### src/rtl/kbd_pkg.sv
// Shared PS/2 scan-code constants, parser state encoding and the stored entry format.
package kbd_pkg;

    localparam logic [7:0] SC_EXT = 8'hE0;
    localparam logic [7:0] SC_BRK = 8'hF0;

    typedef enum logic [1:0] {
        S_NORM = 2'd0,
        S_EXT  = 2'd1,
        S_BRK  = 2'd2
    } state_e;

    typedef struct packed {
        logic       ext;
        logic [7:0] code;
    } entry_t;

    function automatic logic [7:0] sat_inc8(input logic [7:0] v);
        return (v == 8'hFF) ? v : v + 8'd1;
    endfunction

endpackage

### src/rtl/sync_fifo.sv
// Show-ahead synchronous FIFO: head word is driven straight from storage, clear beats push/pop.
module sync_fifo #(
    parameter int unsigned WIDTH = 9,
    parameter int unsigned DEPTH = 8
) (
    input  logic                   clk,
    input  logic                   rst_n,
    input  logic                   clr_i,
    input  logic                   push_i,
    input  logic [WIDTH-1:0]       wdata_i,
    input  logic                   pop_i,
    output logic [WIDTH-1:0]       rdata_o,
    output logic                   full_o,
    output logic                   empty_o,
    output logic [$clog2(DEPTH):0] count_o
);

    localparam int unsigned PTR_W = $clog2(DEPTH);
    localparam int unsigned CNT_W = PTR_W + 1;

    logic [WIDTH-1:0] mem_q [DEPTH];
    logic [PTR_W-1:0] wr_ptr_q, wr_ptr_d;
    logic [PTR_W-1:0] rd_ptr_q, rd_ptr_d;
    logic [CNT_W-1:0] count_q, count_d;
    logic             wr_en, rd_en;

    assign full_o  = (count_q == CNT_W'(DEPTH));
    assign empty_o = (count_q == '0);
    assign count_o = count_q;
    assign wr_en   = push_i && !clr_i && (!full_o || pop_i);
    assign rd_en   = pop_i && !clr_i && !empty_o;

    always_comb begin
        // NOTE: every combinational output gets a default first, so no path leaves it unassigned (no latch).
        wr_ptr_d = wr_ptr_q;
        rd_ptr_d = rd_ptr_q;
        count_d  = count_q;
        if (clr_i) begin
            wr_ptr_d = '0;
            rd_ptr_d = '0;
            count_d  = '0;
        end else begin
            if (wr_en) wr_ptr_d = wr_ptr_q + PTR_W'(1);
            if (rd_en) rd_ptr_d = rd_ptr_q + PTR_W'(1);
            if (wr_en && !rd_en)      count_d = count_q + CNT_W'(1);
            else if (!wr_en && rd_en) count_d = count_q - CNT_W'(1);
        end
    end

    always_ff @(posedge clk or negedge rst_n) begin
        // NOTE: state registers use non-blocking assignment so all flops update from pre-edge values.
        if (!rst_n) begin
            wr_ptr_q <= '0;
            rd_ptr_q <= '0;
            count_q  <= '0;
        end else begin
            wr_ptr_q <= wr_ptr_d;
            rd_ptr_q <= rd_ptr_d;
            count_q  <= count_d;
        end
    end

    // NOTE: storage is deliberately not reset; the empty flag masks stale words, and it maps to plain RAM.
    always_ff @(posedge clk) begin
        if (wr_en) mem_q[wr_ptr_q] <= wdata_i;
    end

    assign rdata_o = mem_q[rd_ptr_q];

endmodule

### src/rtl/kbd_scan_sequencer.sv
// PS/2 scan-byte parser (E0/F0 prefixes, repeat filter, prefix timeout) feeding a show-ahead FIFO.
module kbd_scan_sequencer
    import kbd_pkg::*;
#(
    parameter int unsigned DEPTH         = 8,
    parameter logic [15:0] TIMEOUT       = 16'd50000,
    parameter int unsigned REPEAT_FILTER = 1
) (
    input  logic                   clk,
    input  logic                   rst_n,
    input  logic                   ps2_valid,
    input  logic [7:0]             ps2_data,
    input  logic                   flush,
    input  logic                   dec_ready,
    output logic                   dec_valid,
    output logic [7:0]             dec_data,
    output logic                   dec_ext,
    output logic [$clog2(DEPTH):0] fifo_count,
    output logic                   overflow,
    output logic [7:0]             drop_cnt
);

    state_e      state_q, state_d;
    logic        ext_pend_q, ext_pend_d;
    entry_t      last_make_q, last_make_d;
    logic [15:0] tmo_q, tmo_d;
    logic [7:0]  drop_q, drop_d;
    logic        ovf_q, ovf_d;

    entry_t      push_entry;
    logic        push_req, is_make, repeat_drop, full_drop;
    logic        fifo_push, fifo_pop, fifo_full, fifo_empty;
    logic [8:0]  fifo_rdata;

    assign fifo_pop = !fifo_empty && dec_ready && !flush;

    always_comb begin
        state_d     = state_q;
        ext_pend_d  = ext_pend_q;
        last_make_d = last_make_q;
        tmo_d       = tmo_q;
        drop_d      = drop_q;
        ovf_d       = ovf_q;
        push_entry  = '0;
        push_req    = 1'b0;
        is_make     = 1'b0;
        repeat_drop = 1'b0;
        full_drop   = 1'b0;
        fifo_push   = 1'b0;

        if (ps2_valid) begin
            tmo_d = '0;
            unique case (state_q)
                S_NORM: begin
                    if (ps2_data == SC_EXT) begin
                        ext_pend_d = 1'b1;
                        state_d    = S_EXT;
                    end else if (ps2_data == SC_BRK) begin
                        push_req   = 1'b1;
                        push_entry = '{ext: 1'b0, code: SC_BRK};
                        state_d    = S_BRK;
                    end else begin
                        is_make    = 1'b1;
                        push_entry = '{ext: 1'b0, code: ps2_data};
                    end
                end
                S_EXT: begin
                    if (ps2_data == SC_BRK) begin
                        push_req   = 1'b1;
                        push_entry = '{ext: 1'b1, code: SC_BRK};
                        state_d    = S_BRK;
                    end else begin
                        is_make    = 1'b1;
                        push_entry = '{ext: 1'b1, code: ps2_data};
                        ext_pend_d = 1'b0;
                        state_d    = S_NORM;
                    end
                end
                S_BRK: begin
                    push_req   = 1'b1;
                    push_entry = '{ext: ext_pend_q, code: ps2_data};
                    ext_pend_d = 1'b0;
                    state_d    = S_NORM;
                    // A release of the remembered key re-arms the repeat filter for it.
                    if (push_entry == last_make_q) last_make_d = '0;
                end
                default: state_d = S_NORM;
            endcase

            if (is_make) begin
                if ((REPEAT_FILTER != 0) && (push_entry == last_make_q)) begin
                    repeat_drop = 1'b1;
                end else begin
                    push_req    = 1'b1;
                    last_make_d = push_entry;
                end
            end
        end else if (state_q != S_NORM) begin
            if (tmo_q + 16'd1 == TIMEOUT) begin
                state_d    = S_NORM;
                ext_pend_d = 1'b0;
                tmo_d      = '0;
            end else begin
                tmo_d = tmo_q + 16'd1;
            end
        end

        full_drop = push_req && fifo_full && !fifo_pop;
        fifo_push = push_req && !full_drop;
        if (full_drop) ovf_d = 1'b1;
        if (full_drop || repeat_drop) drop_d = sat_inc8(drop_q);

        if (flush) begin
            state_d     = S_NORM;
            ext_pend_d  = 1'b0;
            last_make_d = '0;
            tmo_d       = '0;
            drop_d      = '0;
            ovf_d       = 1'b0;
            fifo_push   = 1'b0;
        end
    end

    always_ff @(posedge clk or negedge rst_n) begin
        if (!rst_n) begin
            state_q     <= S_NORM;
            ext_pend_q  <= 1'b0;
            last_make_q <= '0;
            tmo_q       <= '0;
            drop_q      <= '0;
            ovf_q       <= 1'b0;
        end else begin
            state_q     <= state_d;
            ext_pend_q  <= ext_pend_d;
            last_make_q <= last_make_d;
            tmo_q       <= tmo_d;
            drop_q      <= drop_d;
            ovf_q       <= ovf_d;
        end
    end

    sync_fifo #(
        .WIDTH (9),
        .DEPTH (DEPTH)
    ) u_fifo (
        .clk     (clk),
        .rst_n   (rst_n),
        .clr_i   (flush),
        .push_i  (fifo_push),
        .wdata_i (push_entry),
        .pop_i   (fifo_pop),
        .rdata_o (fifo_rdata),
        .full_o  (fifo_full),
        .empty_o (fifo_empty),
        .count_o (fifo_count)
    );

    assign dec_valid = !fifo_empty;
    assign dec_ext   = fifo_rdata[8];
    assign dec_data  = fifo_rdata[7:0];
    assign overflow  = ovf_q;
    assign drop_cnt  = drop_q;

endmodule

### config.mk
export PLATFORM = sky130hd
export DESIGN_NAME = kbd_scan_sequencer
export DESIGN_NICKNAME = d
export VERILOG_FILES = /design/src/rtl/kbd_pkg.sv /design/src/rtl/sync_fifo.sv /design/src/rtl/kbd_scan_sequencer.sv
export SDC_FILE = /design/constraint.sdc
export NUM_CORES = 1
export LEC_CHECK = 0
export CORE_MARGIN = 2
export CORE_UTILIZATION = 60
export CTS_BUF_LIST = sky130_fd_sc_hd__clkbuf_16
export DETAILED_ROUTE_END_ITERATION = 10
export PLACE_DENSITY = 0.8
export SLEW_MARGIN = 20
export SYNTH_ARGS = -nofsm -noshare
export SYNTH_HDL_FRONTEND = slang
export SYNTH_SLANG_ARGS = --single-unit
### constraint.sdc
create_clock -name clk -period 4.2 [get_ports clk]
set_input_delay 0.42 -clock clk [delete_from_list [all_inputs] [get_ports clk]]
set_output_delay 0.42 -clock clk [all_outputs]
set_load 0.01 [all_outputs]
==> flow_summary.toml <==
[run_status]
status = "finished, final reports clean"

[global_routing]
grt_pass1_wl_mm = 22.8
grt_max_degree = 48
antenna_found_initial = 0
gr-total-overflow = 0
groute.usage.overall = 0.270
first_global_vias = 4325

[route]
wire_per_inst_microns = 20.2
first_pass_iters = 6
antenna_left = 0
remaining_drc_errors = 0
vias_per_cell = 6.39
dr.first_iter.drc_count = 303
vias = 4403
routed_wl_mm = 13.9

[worst_setup_path]
cp-end-kind = "register"
start_kind = "register"
timing.rr.start = "state_q[0]$_DFFE_PN0P_"
cp_slowest_cell = "nor2_1"
timing.reg2reg.setup_slack_ps = 380
worstPathMaxFanout = 10
critPathArrivalTime_ps = 4110
endpoint = "u_fifo.count_o[3]$_DFFE_PN0P_"
rr_worst_depth = 15
path_class = "reg -> reg"
crit_start = "state_q[0]$_DFFE_PN0P_"
critPathMaxStageDelay_ps = 500
cp_cell_sequence = "inv_1 > ha_1 > nor3_1 > nor2_1 > o21a_1 > o21ai_0 > a21oi_1 > nand2_1 > ha_1 > a21o_1 > a21oi_1 > or2_2 > a211oi_1 > o21a_1 > o31ai_1"
required_ps = 4490
r2r-end = "u_fifo.count_o[3]$_DFFE_PN0P_"

[clock_network]
cts_sinks = 119
cts-resized-gates = 0
cts-buffers-inserted = 17
cts_root_buffer = "clkbuf_16"
cts_max_level = 4
cts_tree = "done"
cts_setup_buffers = 0
worstSkewPairLatency_ps = 420
ctsHoldBuffers = 0
clk_pin_slew_ps = 60
clock_path_buffers = 2

[timing]
max_freq_mhz = 262
rsz0062_at_grt = "no"
finalSetupViolCount = 0
tightest_slew_ps = 1130
skew_ps = 11.5
max_slew_margin = 0.240
finalHoldViolations = 0
slew_violations = 0
tns_ps = 0
fin_crit_sh = 0.909
finalCriticalPeriod_ps = 3820

[synthesis]
synth_ff_type = "edfxtp_1"
yosys_warnings = 0
synthArstFlopShare = 0.395
synth_top_area_cell = "edfxtp_1"
synth_common_cells = "edfxtp_1 (72), dfrtp_1 (47), nand2_1 (32)"
synth_top_area_share = 0.356
synth-seq-cells = 119
netlist_area_sq_um = 6070
yosysUniqueCellTypes = 69
synth_fp_nets = 521
syn_inst = 497
synth_edf_count = 72
yosysMostFrequentCell = "edfxtp_1"
synth_area_per_cell_sq_um = 12.2
ys_seq_area_frac = 0.550
synth_area_leaders = "edfxtp_1 (36%), dfrtp_1 (19%), mux4_2 (6.7%)"

[pwr]
swShare = 0.249
ir_drop_v = 0.000265
switching_power_uw = 877
leakagePower_nw = 2.59
seqPwrFrac = 0.382
powerDensity_nw_per_um2 = 484
intPower_mw = 2.64
pwr-share-comb = 0.162
clkPwrFrac = 0.457

[layout]
antenna_cells = 0
multi_input_area_sq_um = 2600
nets = 567
drive_gt1_frac = 0.165
fill_cells = 636
fin_area_sq_um = 7270
syn_to_final_growth_pct = 19.9
finalNonFillerCells = 689
seqCellArea_sq_um = 3340

[floorplanning]
die_area_sq_um = 10900
die_w_microns = 105
rows = 36
num_io_pins = 36
core_area_sq_um = 9770
die_h_microns = 105
start_util = 0.621

[hold_path]
hp-class = "in -> async"

[place]
place_hpwl_mm = 8.75
gp_congestion = 0.925
place_inst = 657
dpl-instance-area_sq_um = 6620
numPortBuffers = 35

[flow_run]
drv_cap = 0
power by group through the flow:
stage	Combinational, mW	Clock [mW]	Sequential, mW
after floorplan	0.374	0	1.34
after global routing	0.614	1.68	1.35
after global placement	0.546	0	1.36
after detailed placement	0.567	0	1.36
after CTS	0.574	1.62	1.34
final	0.569	1.61	1.34
state kept, by name, indices dropped and copies added, names as in the netlist, 2 cells and up:
| signal | cells |
|---|---|
| last_make_q | 9 |
| u_fifo.rd_ptr_q | 3 |
| state_q | 2 |
| tmo_q | 16 |
| u_fifo.wr_ptr_q | 3 |
| drop_cnt | 8 |
| u_fifo.mem_q | 72 |
| u_fifo.count_o | 4 |
layout make-up:
cell class	instances	area share
sequential	119	0.459
timing repair buffer	50	0.0633
clock buffer	17	0.0585
multi-input combinational	339	0.357
tap	133	0.0229
clock inverter	15	0.0311
inverter	16	0.00826
worst min-delay path by stage:
stage                                         end  slack, ps  cells after the start
floorplan                 drop_cnt[0]$_DFFE_PN0P_        120                      0
global placement             overflow$_DFFE_PN0P_        510                      2
detailed placement  u_fifo.count_o[3]$_DFFE_PN0P_        510                      1
CTS                       drop_cnt[0]$_DFFE_PN0P_        230                      1
global route              drop_cnt[0]$_DFFE_PN0P_         60                      1
finish                    drop_cnt[6]$_DFFE_PN0P_          7                      1
critical path, delay by kind of cell (launching register included):
| kind | cells | cell delay (ps) |
|---|---|---|
| AOI/OAI and AO/OA | 8 | 1400 |
| adders and majority gates | 2 | 670 |
| buffers and inverters | 1 | 140 |
| DFF | 1 | 420 |
| and+or+nand+nor | 4 | 1060 |
per-stage QoR:
step / util / worst slack, ps / total power [mW] / hold WS [ps]
after detailed placement: 0.677 / 247 / 1.93 / 515
final: 0.744 / 384 / 3.52 / 6.64
after CTS: 0.744 / 504 / 3.54 / 229
after floorplan: - / 786 / 1.71 / 124
after global routing: 0.744 / 162 / 3.64 / 64.2
after global placement: 0.677 / 396 / 1.91 / 507
logic make-up (layout without fill, tap and decap cells):
| group | Yosys count | in the layout | synth area share |
|---|---|---|---|
| AO/OA/AOI/OAI | 109 | 109 | 0.126 |
| XOR/XNOR | 16 | 16 | 0.0231 |
| adder cells (fa/ha/maj) | 11 | 11 | 0.0239 |
| buffers and inverters | 39 | 98 | 0.0248 |
| flip-flops | 119 | 119 | 0.550 |
| multiplexers | 30 | 30 | 0.0885 |
| AND/OR/NAND/NOR | 173 | 173 | 0.163 |
layout by cell type (no fill, tap or decap), drive strengths merged, types with 4 or more instances in the layout:
cell	instances
nor2b	5
xnor2	13
nor3	14
o21ai	14
a21oi	30
edfxtp	72
ha	10
or2	8
o31ai	7
mux2	9
dfrtp	47
or3	15
nand4	7
nand3b	6
mux4	18
nand2b	6
and3	15
nand2	32
bufinv	5
inv	19
o22ai	7
a31oi	6
a211oi	4
clkinv	6
clkbuf	17
buf	16
or4	6
nand3	12
clkdlybuf4s50	34
nor4	5
a22o	8
nor2	23
metal layers:
metal,vias to the layer above,GRT usage,part of all wire
li1,2030,-,-
met3,27,0.0574,0.052
met2,147,0.447,0.50
met5,-,0,0
met4,0,0.0975,0.018
met1,2199,0.356,0.43
Power figures use the tool's default switching activity.
